--- src/rtl/priority_encoder.sv ---
// priority_encoder: registered MSB-first priority encoder with valid flag.
// Optional one-hot grant output enabled by defining PRIO_ENC_GRANT_EN.
module priority_encoder #(
    parameter int WIDTH = 8,
    localparam int OUT_W = $clog2(WIDTH)
) (
    input  logic             clk,
    input  logic             rst,
    input  logic [WIDTH-1:0] D,
    output logic [OUT_W-1:0] Q,
`ifdef PRIO_ENC_GRANT_EN
    output logic             valid,
    output logic [WIDTH-1:0] grant
`else
    output logic             valid
`endif
);
    logic [OUT_W-1:0] idx;
    // Ascending scan so the last (highest) set bit wins.
    always_comb begin
        idx = '0;
        for (int i = 0; i < WIDTH; i++) idx = D[i] ? OUT_W'(i) : idx;
    end
    always_ff @(posedge clk or posedge rst) begin
        if (rst) begin
            Q     <= '0;
            valid <= 1'b0;
`ifdef PRIO_ENC_GRANT_EN
            grant <= '0;
`endif
        end else begin
            Q     <= idx;
            valid <= |D;
`ifdef PRIO_ENC_GRANT_EN
            grant <= (|D) ? (WIDTH'(1) << idx) : '0;
`endif
        end
    end
endmodule

--- config.mk ---
export PLATFORM = sky130hd
export DESIGN_NAME = priority_encoder
export DESIGN_NICKNAME = d
export VERILOG_FILES = /design/src/rtl/priority_encoder.sv
export SDC_FILE = /design/constraint.sdc
export NUM_CORES = 1
export LEC_CHECK = 0
export ABC_AREA = 1
export CELL_PAD_IN_SITES_DETAIL_PLACEMENT = 0
export CELL_PAD_IN_SITES_GLOBAL_PLACEMENT = 1
export CORE_AREA = 2 2 39 41
export DETAILED_ROUTE_END_ITERATION = 12
export DIE_AREA = 0 0 41 43
export PLACE_DENSITY = 0.63
export SETUP_SLACK_MARGIN = 0.5
export SYNTH_ARGS = -nofsm -noshare
export SYNTH_HDL_FRONTEND = slang
export SYNTH_SLANG_ARGS = --single-unit
--- constraint.sdc ---
create_clock -name clk -period 1.65 [get_ports clk]
set_clock_uncertainty 0.2 [all_clocks]
set_input_delay 0.2475 -clock clk [delete_from_list [all_inputs] [get_ports clk]]
set_output_delay 0.2475 -clock clk [all_outputs]
set_load 0.02 [all_outputs]
==> results_tabular.tex <==
\begin{tabular}{lr}
\hline
Metric & Value \\
\hline
\multicolumn{2}{l}{\textbf{Run status}} \\
Result of the run & completed \\
\multicolumn{2}{l}{\textbf{Power}} \\
Fraction of power spent switching nets & 21.25\% \\
Power dissipated by switching net loads & 0.05794 mW \\
Worst vdd rail ir drop & 0.1349 mV \\
Leakage power & 0.1976 nW \\
Areal power density over the cells & 719.4 nW/um2 \\
Reg power frac & 38.1\% \\
Clock network fraction of total power & 42.7\% \\
Cell internal power dissipation & 0.2148 mW \\
Fraction of power consumed by combinational cells & 19.2\% \\
\multicolumn{2}{l}{\textbf{Floorplan}} \\
Initial Util & 13.11\% \\
Io pins & 14 \\
Num rows & 14 \\
X dimension of the die & 41 um \\
Placeable Area & 1384 um2 \\
Die Outline Area & 1763 um2 \\
Die span in y & 43 um \\
\multicolumn{2}{l}{\textbf{Setup path}} \\
Worst path bufs/invs & 1 \\
Delay of the slowest critical-path stage & 360 ps \\
Data arrival, critical path & 720 ps \\
Top Family by Delay on Critical Path & flip-flops \\
Critical Path Start Type & register \\
Chain of cells forming the critical path & buf\_6 \\
Crit Path Class & register to primary output \\
Data required time at the worst endpoint & 1200 ps \\
Maximum fanout along the worst path & 1 \\
Cell with the largest stage delay on the worst path & sky130\_fd\_sc\_hd\_\_dfrtp\_1 \\
CP Capture Type & primary output \\
\multicolumn{2}{l}{\textbf{Drt}} \\
Met2 wire len & 195 um \\
DR iter-0 viols & 0 \\
Via-to-Cell Ratio & 3.397 \\
Met1 routed wirelength after detailed routing & 136 um \\
DRC violation count after routing & 0 \\
Routed Antenna Nets & 0 \\
Vias after detailed routing & 197 \\
Wirelength per Cell & 6.500 um \\
Number of iterations in the first detailed-routing pass & 1 \\
Wire length on met3 & 45 um \\
Uppermost metal layer occupied by signal nets & met3 \\
Total wire length & 377 um \\
\multicolumn{2}{l}{\textbf{CTS}} \\
Clock Root Buffer & sky130\_fd\_sc\_hd\_\_clkbuf\_4 \\
Maximum level of the CTS H-tree & 1 \\
Number of buffers added by the clock tree synthesis step & 3 \\
Clock transition at the registers of the reported paths & 30 ps \\
Post-CTS repair timing setup buffer count & 0 \\
Maximum number of buffers from clock root to sink & 2 \\
CTS tree & done \\
CTS sink count & 4 \\
\multicolumn{2}{l}{\textbf{Timing}} \\
Tightest hold margin & 86.35 ps \\
Setup repair after global routing missed its margin & yes \\
Total Neg Setup Slack & 0 ps \\
Fmax & 856.6 MHz \\
Tcrit/Tclk final & 70.75\% \\
Count of final hold-check violations & 0 \\
Max\_slew headroom & 87.12\% \\
Final number of setup-violating endpoints & 0 \\
Final Max Tran Viols & 0 \\
Worst slew pin tran & 192.4 ps \\
Period minus WS final & 1167 ps \\
\multicolumn{2}{l}{\textbf{Synth}} \\
Count of flip-flops with a built-in enable after synthesis & 0 \\
Synth area leader & sky130\_fd\_sc\_hd\_\_dfrtp\_1 \\
Flops \& latches, synth & 4 \\
Async S/R FF share, synth & 100.0\% \\
Mean area per synthesized cell & 7.257 um2 \\
Area share of the largest cell type after synthesis & 55.17\% \\
Part of the Yosys area used for sequential elements & 55.17\% \\
Number of library cell types mapped by synthesis & 6 \\
Top cells by area in the synthesized netlist & sky130\_fd\_sc\_hd\_\_dfrtp\_1 (55\%), sky130\_fd\_sc\_hd\_\_nand2\_1 (21\%), sky130\_fd\_sc\_hd\_\_inv\_1 (14\%) \\
Syn\_nets & 35 \\
Cell count after synthesis & 25 \\
Dominant cell by count in the synthesized netlist & sky130\_fd\_sc\_hd\_\_nand2\_1 \\
Yosys warning count & 0 \\
Flip-flop cell with the highest count after synthesis & sky130\_fd\_sc\_hd\_\_dfrtp\_1 \\
Post-synth top cells & sky130\_fd\_sc\_hd\_\_nand2\_1 (10), sky130\_fd\_sc\_hd\_\_inv\_1 (7), sky130\_fd\_sc\_hd\_\_dfrtp\_1 (4) \\
Netlist Area Pre-Place & 181.4 um2 \\
\multicolumn{2}{l}{\textbf{Final layout}} \\
Area added between synthesis and finish & 109.0\% \\
Sequential standard cell area & 100.1 um2 \\
Layout cell share with drive strength beyond 1 & 23.81\% \\
Nets & 54 \\
Area taken by multi-input logic gates & 60.06 um2 \\
Total of fill cells in the finished design & 168 \\
Antenna diode instance count & 0 \\
\multicolumn{2}{l}{\textbf{Global route}} \\
Gr usage total & 5.628\% \\
Global-route wire length before repair & 579 um \\
Pin count of the biggest net entering global routing & 5 \\
Number of global-route vias before repair & 160 \\
Overflow left after global routing & 0 \\
Initial antenna violation count & 0 \\
\multicolumn{2}{l}{\textbf{Min path}} \\
Type of the tightest min-delay check & primary input to register \\
Startpoint of the worst hold path & D[1] \\
Capture endpoint of the worst hold path & valid\$\_DFF\_PP0\_ \\
Depth of the worst hold-timing path & 3 \\
\multicolumn{2}{l}{\textbf{Placed design}} \\
Final HPWL DP & 311.9 um \\
Quantity of I/O buffers inserted on ports & 13 \\
Final weighted congestion in routability-driven placement & 0.6126 \\
\multicolumn{2}{l}{\textbf{Run}} \\
Number of maximum-capacitance constraint violations & 0 \\
\hline
\end{tabular}
-- routing by layer --
layer  up-vias  track usage, %
met1        83           5.484
met2        10           6.563
met3         0           1.571
met5         -               0
li1        104               -
met4         0           10.00
-- flip-flops by register name (all words and copies together) (netlist names) --
name and count:
valid 1, Q 3
-- kinds of logic (layout without fill, tap and decap cells) --
group / after synthesis / in the layout / synth area share, %
buffers and inverters: 7 / 24 / 14.49
DFF: 4 / 4 / 55.17
and+or+nand+nor: 14 / 14 / 30.34
-- cell type report --
class	instances	share of cell area (%)
clock buffers	3	5.941
multi-input cells	14	15.84
repair buffers	14	39.60
well taps	16	5.281
flip-flops and latches	4	26.40
inverters	7	6.931
-- cells in the final DEF (no fill, tap or decap), drive strengths merged --
cell / count
nand2: 10
clkdlybuf4s50: 7
inv: 7
dfrtp: 4
buf: 4
clkbuf: 3
nor2: 2
dlymetal6s2s: 2
nor3: 1
nand3: 1
dlygate4sd3: 1
-- repair_timing --
| item | in CTS | in global routing |
|---|---|---|
| pin swaps | 0 | 2 |
| endpoints found under the hold margin | 4 | 0 |
| endpoints found under the setup margin | 4 | 10 |
| gates resized for setup | 24 | 5 |
| hold buffers | 1 | 0 |
-- power groups by stage --
| stage | sequential [mW] | combinational (mW) | clock, mW |
|---|---|---|---|
| after floorplan | 0.109 | 0.0128 | 0 |
| after global placement | 0.104 | 0.0493 | 0 |
| after detailed placement | 0.104 | 0.0496 | 0 |
| after CTS | 0.104 | 0.0524 | 0.125 |
| after global routing | 0.104 | 0.0592 | 0.126 |
| final | 0.104 | 0.0523 | 0.116 |
-- how the worst max path moves through the flow --
stage / end / slack, ps / cells past startpoint / startpoint
after global routing: Q[0] / 460 / 1 / Q[0]$_DFF_PP0_
after global placement: Q[0]$_DFF_PP0_ / 300 / 8 / D[2]
after floorplan: valid$_DFF_PP0_ / 780 / 4 / D[3]
final: Q[1] / 480 / 1 / Q[1]$_DFF_PP0_
after detailed placement: Q[0]$_DFF_PP0_ / 300 / 8 / D[2]
after CTS: Q[1] / 470 / 1 / Q[1]$_DFF_PP0_
-- through the flow --
| stage | cell area, um2 | worst slack, ps | total power [mW] | instances | util, % |
|---|---|---|---|---|---|
| floorplan | 181.4 | 779.3 | 0.1222 | 25 | - |
| global placement | 331.6 | 300.8 | 0.1536 | 54 | 23.96 |
| detailed placement | 331.6 | 299.4 | 0.1540 | 54 | 23.96 |
| CTS | 369.1 | 468.3 | 0.2818 | 58 | 26.67 |
| global route | 379.1 | 463.8 | 0.2893 | 58 | 27.40 |
| finish | 379.1 | 482.6 | 0.2727 | 58 | 27.40 |
No activity file was read; power rests on OpenSTA's default activity.
